File: config.mk
export PLATFORM = sky130hd
export DESIGN_NAME = demodulate
export DESIGN_NICKNAME = d
export VERILOG_FILES = /design/src/rtl/demodulate.sv
export SDC_FILE = /design/constraint.sdc
export NUM_CORES = 1
export LEC_CHECK = 0
export ABC_AREA = 1
export BUFFER_PORTS_ARGS = -buffer_cell sky130_fd_sc_hd__clkbuf_2
export CORE_UTILIZATION = 51
export CTS_BUF_LIST = sky130_fd_sc_hd__clkbuf_4
export CTS_CLUSTER_DIAMETER = 100
export CTS_CLUSTER_SIZE = 28
export DETAILED_ROUTE_END_ITERATION = 7
export PLACE_DENSITY_LB_ADDON = 0.3
export SYNTH_ARGS = -nofsm -noshare
export SYNTH_HDL_FRONTEND = slang
export SYNTH_SLANG_ARGS = --single-unit
File: constraint.sdc
create_clock -name clk -period 7.6 [get_ports clk]
set_clock_uncertainty 0.15 [all_clocks]
set_input_delay 0.38 -clock clk [delete_from_list [all_inputs] [get_ports clk]]
set_output_delay 0.38 -clock clk [all_outputs]
set_load 0.02 [all_outputs]
File: src/rtl/demodulate.sv
// QPSK receiver: per-symbol correlation against cos/sin references, sign decision,
// and an I-then-Q serialiser driving a single bit stream.
module demodulate #(
  parameter int DATA_W  = 10,
  parameter int SPS     = 16,
  parameter int REF_AMP = 127,
  parameter int ACC_W   = 22
) (
  input  logic                     clk,
  input  logic                     rst,
  input  logic signed [DATA_W-1:0] QPSK_in,
  input  logic                     sym_sync,
  output logic                     Ichannel,
  output logic                     Qchannel,
  output logic                     sym_valid,
  output logic                     bit_stream,
  output logic                     bit_valid
);

  localparam int PH_W   = $clog2(SPS);
  localparam int REF_W  = 8;
  localparam int PROD_W = DATA_W + REF_W;

  localparam logic signed [REF_W-1:0] PEAK       = REF_W'(REF_AMP);
  localparam logic [PH_W-1:0]         LAST_PHASE = PH_W'(SPS - 1);

  typedef enum logic [1:0] {
    IDLE,
    SEND_I,
    SEND_Q
  } ser_state_t;

  // round(REF_AMP * cos(2*pi*k/16)); sine is the same table delayed by a quarter period.
  function automatic logic signed [REF_W-1:0] cos_lut(input logic [PH_W-1:0] k);
    case (k)
      4'd0:    cos_lut = PEAK;
      4'd1:    cos_lut = 8'sd117;
      4'd2:    cos_lut = 8'sd90;
      4'd3:    cos_lut = 8'sd49;
      4'd4:    cos_lut = 8'sd0;
      4'd5:    cos_lut = -8'sd49;
      4'd6:    cos_lut = -8'sd90;
      4'd7:    cos_lut = -8'sd117;
      4'd8:    cos_lut = -PEAK;
      4'd9:    cos_lut = -8'sd117;
      4'd10:   cos_lut = -8'sd90;
      4'd11:   cos_lut = -8'sd49;
      4'd12:   cos_lut = 8'sd0;
      4'd13:   cos_lut = 8'sd49;
      4'd14:   cos_lut = 8'sd90;
      4'd15:   cos_lut = 8'sd117;
      default: cos_lut = 8'sd0;
    endcase
  endfunction

  function automatic logic signed [REF_W-1:0] sin_lut(input logic [PH_W-1:0] k);
    sin_lut = cos_lut(k - PH_W'(4));
  endfunction

  // ---------------------------------------------------------------------------
  // Correlator datapath
  // ---------------------------------------------------------------------------
  logic        [PH_W-1:0]   phase;
  logic        [PH_W-1:0]   cur_phase;
  logic signed [PROD_W-1:0] sample_x;
  logic signed [PROD_W-1:0] prod_i;
  logic signed [PROD_W-1:0] prod_q;
  logic signed [ACC_W-1:0]  acc_i;
  logic signed [ACC_W-1:0]  acc_q;
  logic signed [ACC_W-1:0]  acc_i_next;
  logic signed [ACC_W-1:0]  acc_q_next;
  logic                     decide;
  logic                     dec_i;
  logic                     dec_q;

  always_comb begin
    // The sync edge re-labels the sample it captures as phase 0, which also
    // drops any partial sum because phase 0 reloads rather than accumulates.
    cur_phase  = sym_sync ? '0 : phase;
    sample_x   = PROD_W'(QPSK_in);
    prod_i     = sample_x * PROD_W'(cos_lut(cur_phase));
    prod_q     = sample_x * PROD_W'(sin_lut(cur_phase));
    acc_i_next = (cur_phase == '0) ? ACC_W'(prod_i) : acc_i + ACC_W'(prod_i);
    acc_q_next = (cur_phase == '0) ? ACC_W'(prod_q) : acc_q + ACC_W'(prod_q);
    decide     = (cur_phase == LAST_PHASE);
    dec_i      = ~acc_i_next[ACC_W-1] & (|acc_i_next);
    dec_q      = ~acc_q_next[ACC_W-1] & (|acc_q_next);
  end

  // NOTE: state registers use non-blocking assignments so every flop samples
  // the pre-edge values of the others, independent of block ordering.
  always_ff @(posedge clk) begin
    if (rst) begin
      phase     <= '0;
      acc_i     <= '0;
      acc_q     <= '0;
      Ichannel  <= 1'b0;
      Qchannel  <= 1'b0;
      sym_valid <= 1'b0;
    end else begin
      phase     <= decide ? '0 : cur_phase + PH_W'(1);
      acc_i     <= acc_i_next;
      acc_q     <= acc_q_next;
      sym_valid <= decide;
      if (decide) begin
        Ichannel <= dec_i;
        Qchannel <= dec_q;
      end
    end
  end

  // ---------------------------------------------------------------------------
  // Serialiser
  // ---------------------------------------------------------------------------
  ser_state_t state;
  ser_state_t state_next;
  logic       bit_next;
  logic       bit_valid_next;

  // NOTE: every variable gets a default before the case, otherwise paths that
  // leave it unassigned would infer a latch.
  always_comb begin
    state_next     = state;
    bit_next       = bit_stream;
    bit_valid_next = 1'b0;

    case (state)
      IDLE:    if (decide) state_next = SEND_I;
      SEND_I:  state_next = SEND_Q;
      SEND_Q:  state_next = IDLE;
      default: state_next = IDLE;
    endcase

    // Outputs are decoded from the next state so they register alongside it;
    // the I bit comes straight from the decision being made on this edge.
    case (state_next)
      SEND_I: begin
        bit_next       = dec_i;
        bit_valid_next = 1'b1;
      end
      SEND_Q: begin
        bit_next       = Qchannel;
        bit_valid_next = 1'b1;
      end
      default: ;
    endcase
  end

  always_ff @(posedge clk) begin
    if (rst) begin
      state      <= IDLE;
      bit_stream <= 1'b0;
      bit_valid  <= 1'b0;
    end else begin
      state      <= state_next;
      bit_stream <= bit_next;
      bit_valid  <= bit_valid_next;
    end
  end

endmodule

Yosys cells after proc, flatten, opt, wreduce, memory -nomap -nowiden
Memories as Yosys holds them, arrays and structs flattened.
Cells that the tools add are included.
- multiply operators: 2
- $add $sub $neg: 4
- mux-type cells: 7
- equality and inequality tests: 4
- bitwise logic cells: 4
- reduce and logical (&&, ||, !) cells: 7
- operators by type and width (operator ; number):
    22-bit by 18-bit adder with 22-bit output ; 2
    22-bit two-way mux ; 2
    22-bit OR reduction ; 2
    10-bit by 8-bit multiplier with 18-bit output ; 2
    4-bit by 1-bit adder with 4-bit output (second input constant) ; 1
    2-bit by 1-bit == test with 1-bit output (second input constant) ; 2
    4-bit == test (second input constant) ; 1
    4-bit logical NOT ; 1
    4-bit two-way mux ; 1
    2-bit case mux with 2 select lines ; 1
    2-bit OR reduction ; 2
    4-bit by 3-bit subtractor with 4-bit output (second input constant) ; 1
    1-bit bitwise AND ; 2
    2-bit == test (second input constant) ; 1
    2-bit logical NOT ; 1
    2-bit two-way mux ; 1
    1-bit NOT ; 2
    1-bit case mux with 2 select lines ; 1
    2-bit nonzero test ; 1
    1-bit two-way mux ; 1
- logic and storage cells: 39
- bits in registers: 55
- memories kept: 2
- output and inout bits: 5
- ROM bits: 256
- input bits: 13
- memory list (name ; words ; width ; read ports ; clocked after Yosys merged registers in ; wr ports ; RTL line ; RTL):
    (no name shown) ; 16 ; 8 ; 1 ; 0 ; 0 ; 35 ; case (k)
    (no name shown) ; 16 ; 8 ; 1 ; 0 ; 0 ; 35 ;

Logic depth before layout (Yosys ltp)
Gate-level depths: netlist of run 1.
An unclocked memory read counts as a cell.
- depth in word-level cells: 8
- gate-level depth with buffers: 45
- mapped depth without buffers: 45

Worst setup path before layout of run 1
Ideal clock, no wire load.
- path type: input to register
- start: input sym_sync
- end: register Ichannel
- data arrival time: 6433 ps
- setup slack: 904 ps
- buffers on the path: 0
- required time: 7337 ps
- library setup time: 113 ps
- stages: 38
- cells stage by stage: inv_2 nand2_1 ha_1 or2_2 nand2_1 nor2_1 a31oi_2 or2_2 fa_1 fa_1 inv_1 fa_1 inv_1 fa_1 inv_1 ha_1 a21oi_2 nand2_1 [... 2 more ...] or2_2 and2_1 ha_1 nand2_1 nor2_1 inv_1 nor2_1 nand4_1 nand3_1 nand2_1 nand3_1 nand2_1 nor2_1 nand2_1 nor2_1 nand2_1 nand3_1 nand2_1
- longest elaborated chain between the ends: 7
- elaborated cells on any way between the ends: 10
- those cells by class: add/sub: 1; mul: 1; eq/ne: 1; mux: 2; bitwise: 2; reduce/logical: 2; memory: 1
- ends and longest elaborated chain (item ; RTL line ; RTL):
    from (decl) ; 12 ; input logic sym_sync,
    4-bit two-way mux (*) ; 79 ; cur_phase = sym_sync ? '0 : phase;
    memory read 16 x 8 bit ; - ;
    10-bit by 8-bit multiplier with 18-bit output ; 81 ; prod_i = sample_x * PROD_W'(cos_lut(cur_phase));
    22-bit by 18-bit adder with 22-bit output ; 83 ; acc_i_next = (cur_phase == '0) ? ACC_W'(prod_i) : acc_i + ACC_W'(prod_i);
    22-bit two-way mux ; 83 ;
    22-bit OR reduction / 1-bit NOT (equally long branches) ; 86 ; dec_i = ~acc_i_next[ACC_W-1] & (|acc_i_next);
    1-bit bitwise AND ; 86 ;
    to (signal assigned) ; 106 ; Ichannel <= dec_i;
    to (decl) ; 13 ; output logic Ichannel,
Mark *: on every way between the ends. The rest lies on a longest branch, timed or not.
A chain may end at the register's enable or synchronous reset.

Final worst setup path of run 1
- start: register phase[0]
- end: register Ichannel
- longest elaborated chain between the ends: 7
- elaborated cells on any way between the ends: 10
- those cells by class: add/sub: 1; mul: 1; eq/ne: 1; mux: 2; bitwise: 2; reduce/logical: 2; memory: 1
- ends and longest elaborated chain (item ; RTL line ; RTL):
    from (decl) ; 63 ; logic [PH_W-1:0] phase;
    from (signal assigned) ; 101 ; phase <= decide ? '0 : cur_phase + PH_W'(1);
    4-bit two-way mux (*) ; 79 ;
    memory read 16 x 8 bit ; - ;
    10-bit by 8-bit multiplier with 18-bit output ; 81 ;
    22-bit by 18-bit adder with 22-bit output ; 83 ;
    22-bit two-way mux ; 83 ;
    22-bit OR reduction / 1-bit NOT (equally long branches) ; 86 ;
    1-bit bitwise AND ; 86 ;
Marks and branches as above.

==> metrics.txt, run 1 <==
DR iter-0 viols between 600 and 700; largest stage delay on the critical path between 500 and 600 ps; Skew-Pair Late Insertion Delay 420 ps; Non-Filler Instances ~2100; vias per cell 5.154; global placement routability congestion 0.9676; critical path launch point type flip-flop; DPL Wire Length roughly 25000 µm; final hold slack approximately 320 ps; Num CTS Buffers 5; cell mode on critical path nand2_1; fmax around 140 MHz; syn_nets slightly above 2000; normalized max-slew margin 55.10%; Die Area 0.02332 mm²; Final Hold Vio Count 0; data required time at the worst endpoint 7760 ps; core box area ~0.022 mm²; # placed instances roughly 2100; critical-path maximum fanout 8; largest net degree at the start of global routing between 50 and 60; first-pass GRT wire length 51320 µm; GRT Overall Usage between 20% and 30%; Fill cells between 2000 and 2500; Clock Path Buffers 2; Crit. End Element flip-flop; fin crit share 94.34%; critical path arrival about 7300 ps; initial antenna violation count 0; Seq/Total Area, Yosys 9.505%; Syn Area/Cell 6.435 µm²; Syn Std Cell Area around 0.012 mm²; Least-Margin Pin Slew just under 700 ps; Reg clk slew, reported paths approximately 190 ps; IO buf count 17; fraction of layout cells with a size suffix above 1 slightly below 5%; Post-Syn Instances 1800; top-count cell post-synth nand2_1; Post-CTS Hold Buffers 0; I/O pin total 18; Synth warnings 0; Pleak approximately 7.1 nW; vias in the first global route ~11000; top cell type's share of synthesized area approximately 23%; VDD IR max 0.0003613 V; # diodes 0; Initial Util 52.59%; EDFF count, synth 0; Yosys top cell by area fa_1; total gr overflow 0; drt first pass iters 8; minimum clock period just over 7000 ps; Area growth syn-to-layout 6.059%; Overall Power ~0.0056 W; Pins Over Slew Limit 0; synth top area cells fa_1, nand2_1, ha_1; Post-synth top cells nand2_1, inv_1, nor2_1, fa_1, nand3_1; drt wl/cell 14.22 µm; Yosys reg bits between 50 and 60; Nets about 2100; slowest CP cell fa_1; Root Driver clkbuf_4; CTS tree done; Worst Setup Path Type reg2reg; status finished clean; number of H-tree levels 2; Die H between 150 and 200 µm; final-report setup violation count 0; Pwr per Cell Area ~460 mW/mm²; via count about 11000; Max-Cap Viols 0; unrepaired setup endpoints after global routing no; Hold Crit Class in2reg; FFs w/ async S/R, synth 0%; most used flip-flop cell after synthesis dfxtp_1; Die Width 152.7 µm; DRC 0; ANT nets after route 0; cell row count 54; routed wire length around 30000 µm; Yosys cell types a little over 40; Sinks on Clock Net 55
metal layers:
layer	vias up	track usage, %	routed length [µm]
li1	5562	-	-
met1	5031	33.83	13100
met2	268	48.95	14750
met3	50	2.673	1543
met4	0	6.878	707
met5	-	0	0
timing repair:
item | 4_1_cts | 5_1_grt
setup buffers | 0 | 4
endpoints found under the setup margin | 0 | 4
resized for setup | 0 | 17
path summary, 6_finish.rpt:
kind / slack, ps / to / cells past startpoint / startpoint
max: 430 / Ichannel$_SDFFE_PP0P_ / 37 / phase[0]$_SDFF_PP0_
min: 320 / phase[3]$_SDFF_PP0_ / 5 / sym_sync
max reg2reg: 430 / Ichannel$_SDFFE_PP0P_ / 37 / phase[0]$_SDFF_PP0_
min reg2reg: 330 / Ichannel$_SDFFE_PP0P_ / 2 / Ichannel$_SDFFE_PP0P_
power breakdown:
| group | leakage, nW | total [W] | switching (W) | internal, W |
|---|---|---|---|---|
| combinational | 6.65 | 0.00508 | 0.00329 | 0.00179 |
| sequential | 0.454 | 0.000390 | 0.0000259 | 0.000364 |
| clock | 0.0317 | 0.000152 | 0.000112 | 0.0000395 |
through the flow:
step                      setup slack [ps]  cell area, µm²  setup TNS, ps  util [%]
after floorplan                      904.2           11580              0         -
after detailed placement            -65.65           12140         -128.7     55.10
after global routing                 5.717           12290              0     55.78
after global placement              -26.58           12140         -45.54     55.10
after CTS                            204.1           12190              0     55.36
final                                430.0           12290              0     55.78
cell type report:
class | instances | area [µm²] | area share, %
Tap cell | 280 | 350.3 | 2.852
Multi-Input combinational cell | 1325 | 8946 | 72.82
Sequential cell | 55 | 1101 | 8.962
Timing Repair Buffer | 49 | 329.1 | 2.678
Clock inverter | 2 | 12.51 | 0.1018
Inverter | 400 | 1501 | 12.22
Clock buffer | 6 | 45.04 | 0.3666
worst max-delay path: cells and delay by family (launching register included):
family	cells	cell delay, ps
AOI/OAI and AO/OA	2	460
adders and majority gates	7	2950
buffers and inverters	4	340
DFF	1	380
and+or+nand+nor	24	2750
registers in the layout, summed over array words and instances (netlist names):
name / cells
Qchannel: 1
bit_valid: 1
Ichannel: 1
acc_q: 22
bit_stream: 1
phase: 4
sym_valid: 1
state: 2
acc_i: 22
layout by cell type, fill, tap and decap left out, drive strengths merged, types with 7 or more instances in the layout:
cell type	netlist	final
xor2	14	14
nor3	13	13
or2	10	10
clkinv	6	7
and2	9	9
nand4	30	30
inv	394	394
ha	118	118
nor2	229	229
nand3	123	123
fa	134	134
o21ai	50	50
nand2	486	486
dfxtp	55	55
a21oi	80	80
xnor2	8	8
buf	7	32
clkbuf	13	23
logic make-up (layout without fill, tap and decap cells):
group                      Yosys count  count (layout)  synth area share, %
buffers and inverters              420             457                13.76
AOI/OAI and AO/OA                  145             145                6.697
xor gates and xnor gates            22              22                1.663
DFF                                 55              55                9.505
adders and majority gates          252             252                35.90
and+or+nand+nor                    906             906                32.47
No activity file was read; power rests on OpenSTA's default activity.
==> inputs of run 2 (changes only) <==
- RECOVER_POWER: not set -> 25
- SKIP_CTS_REPAIR_TIMING: not set -> 1
==> run 2 against run 1 <==
Compared with the run above:
- clock power about the same
- critical path type unchanged
- power about the same
- cell count about the same
- sequential share of layout area about the same
- hold slack got worse by 3.3 ps
- combinational power about the same
- first-iteration DRC count increased by 0.66%
- via count increased by 0.17%
- maximum frequency about the same
==> metrics.txt, run 2 (synthesis gave the netlist of run 1 again) <==
Hold Crit Class reg2reg; Initial Util 52.59% (unchanged); internal cell power 0.002199 W (about the same); most frequent cells in the layout nand2_1, inv_1, nor2_1; slowest CP cell fa_1; Fill cells 2236 (+0.090%); total gr overflow 0 (unchanged); DRC 0 (unchanged); critical path arrival 7340 ps (about the same); wl on met1 13270 µm (+1.3%); fin crit share 94.37% (about the same); Clk pwr share 2.7% (about the same); metal2 WL 14770 µm (+0.13%); fraction of layout cells with a size suffix above 1 4.682% (-0.27 points); global placement routability congestion 0.9676 (unchanged); switching power 0.003430 W (about the same); core box area 0.02203 mm² (unchanged); final instance area 0.01228 mm² (about the same); vias in the first global route 11010 (unchanged); DR iter-0 viols 610 (+0.66%); cell row count 54 (unchanged); max layer used met4; Pwr per Cell Area 458.3 mW/mm² (about the same); combinational share of power 90.4% (about the same); Num CTS Buffers 5 (unchanged); Pleak 7.116 nW (-0.24%); final hold slack 320.7 ps (-3.329 ps); Area growth syn-to-layout 6.027% (about the same); Skew-Pair Late Insertion Delay 410 ps (about the same); routed wire length 30180 µm (+0.27%); Sw Ratio 60.93% (about the same); Overall Power 0.005628 W (about the same); final-report setup violation count 0 (unchanged); Die Width 152.7 µm (unchanged); Sinks on Clock Net 55 (unchanged); critical-path maximum fanout 8 (unchanged); Multi-input gate area 0.008946 mm² (unchanged); DPL Wire Length 25270 µm (unchanged); IO buf count 17 (unchanged); Crit. End Element flip-flop; Pins Over Slew Limit 0 (unchanged); initial antenna violation count 0 (unchanged); largest net degree at the start of global routing 51 (unchanged); Nets 2101 (unchanged); CTS tree done; Worst Setup Path Type reg2reg; fmax 139.4 MHz (about the same); drt wl/cell 14.25 µm (+0.22%); first-pass GRT wire length 51320 µm (unchanged); via count 10930 (+0.17%); status finished clean; minimum clock period 7172 ps (+2.504 ps); register area 0.001101 mm² (unchanged); setup_tns 0 ps (unchanged); worst path bufs/invs 4 (unchanged); Placed Area 0.01214 mm² (unchanged); ANT nets after route 0 (unchanged); drt first pass iters 5 (-3); CP delay by family, top adder cells; number of H-tree levels 2 (unchanged); GRT Overall Usage 26.87% (unchanged); Top Registers acc_i (22), acc_q (22), phase (4); Final Hold Vio Count 0 (unchanged); Final Util 55.76% (about the same); critical path launch point type flip-flop; normalized max-slew margin 54.59% (-0.51 points); Reg clk slew, reported paths 190 ps (about the same); I/O pin total 18 (unchanged); data required time at the worst endpoint 7760 ps (about the same); Die H 152.7 µm (unchanged); unrepaired setup endpoints after global routing no; Least-Margin Pin Slew 680.2 ps (+7.601 ps); largest stage delay on the critical path 590 ps (about the same); cell mode on critical path nand2_1; Die Area 0.02332 mm² (unchanged); Max-Cap Viols 0 (unchanged); most common cell after layout, fill and taps aside nand2_1; Root Driver clkbuf_4; VDD IR max 0.0003664 V (+1.4%); routed wire length on met3 1482 µm (-4.0%); Clock Path Buffers 2 (unchanged); Reg power frac 6.9% (about the same); vias per cell 5.161 (+0.13%)
## run 2: routing by layer
layer / vias up / track usage, %
li1: 5565 / -
met1: 5037 / 33.83
met2: 282 / 48.95
met3: 46 / 2.673
met4: 0 / 6.878
met5: - / 0
## run 2: worst reg2reg max path: cells and delay by family (launching register included)
family                   cells  cell delay (ps)
flip-flops                   1              380
AND/OR/NAND/NOR             24             2760
AO/OA/AOI/OAI                2              460
adder cells (fa/ha/maj)      7             2980
buffers and inverters        4              340
## run 2: layout make-up
class	instances	area share, %
well taps	280	2.852
clock buffers	6	0.3667
flip-flops and latches	55	8.965
diodes	1	0.02037
repair buffers	49	2.628
inverters	400	12.22
multi-input cells	1325	72.84
clock inverters	2	0.1019
## run 2: final timing paths
check | startpoint | endpoint | slack [ps] | depth (start not counted)
hold / removal | Ichannel$_SDFFE_PP0P_ | Ichannel$_SDFFE_PP0P_ | 320 | 2
setup / recovery | phase[0]$_SDFF_PP0_ | Ichannel$_SDFFE_PP0P_ | 430 | 37
setup reg to reg | phase[0]$_SDFF_PP0_ | Ichannel$_SDFFE_PP0P_ | 430 | 37
hold reg to reg | Ichannel$_SDFFE_PP0P_ | Ichannel$_SDFFE_PP0P_ | 320 | 2
## run 2: power groups by stage
stage / sequential, W / combinational, W / clock [W]
final: 0.000390 / 0.00509 / 0.000151
after global routing: 0.000396 / 0.00583 / 0.000168
after CTS: 0.000390 / 0.00496 / 0.000158
after detailed placement: 0.000397 / 0.00493 / 0
after global placement: 0.000396 / 0.00488 / 0
after floorplan: 0.000389 / 0.00385 / 0
## run 2: stage by stage
stage / setup slack [ps] / std cells
2_1_floorplan: 904.2 / 1800
3_3_place_gp: -26.58 / 2105
3_5_place_dp: -65.65 / 2105
4_1_cts: 204.1 / 2113
5_1_grt: 5.717 / 2117
6_report: 427.5 / 2118
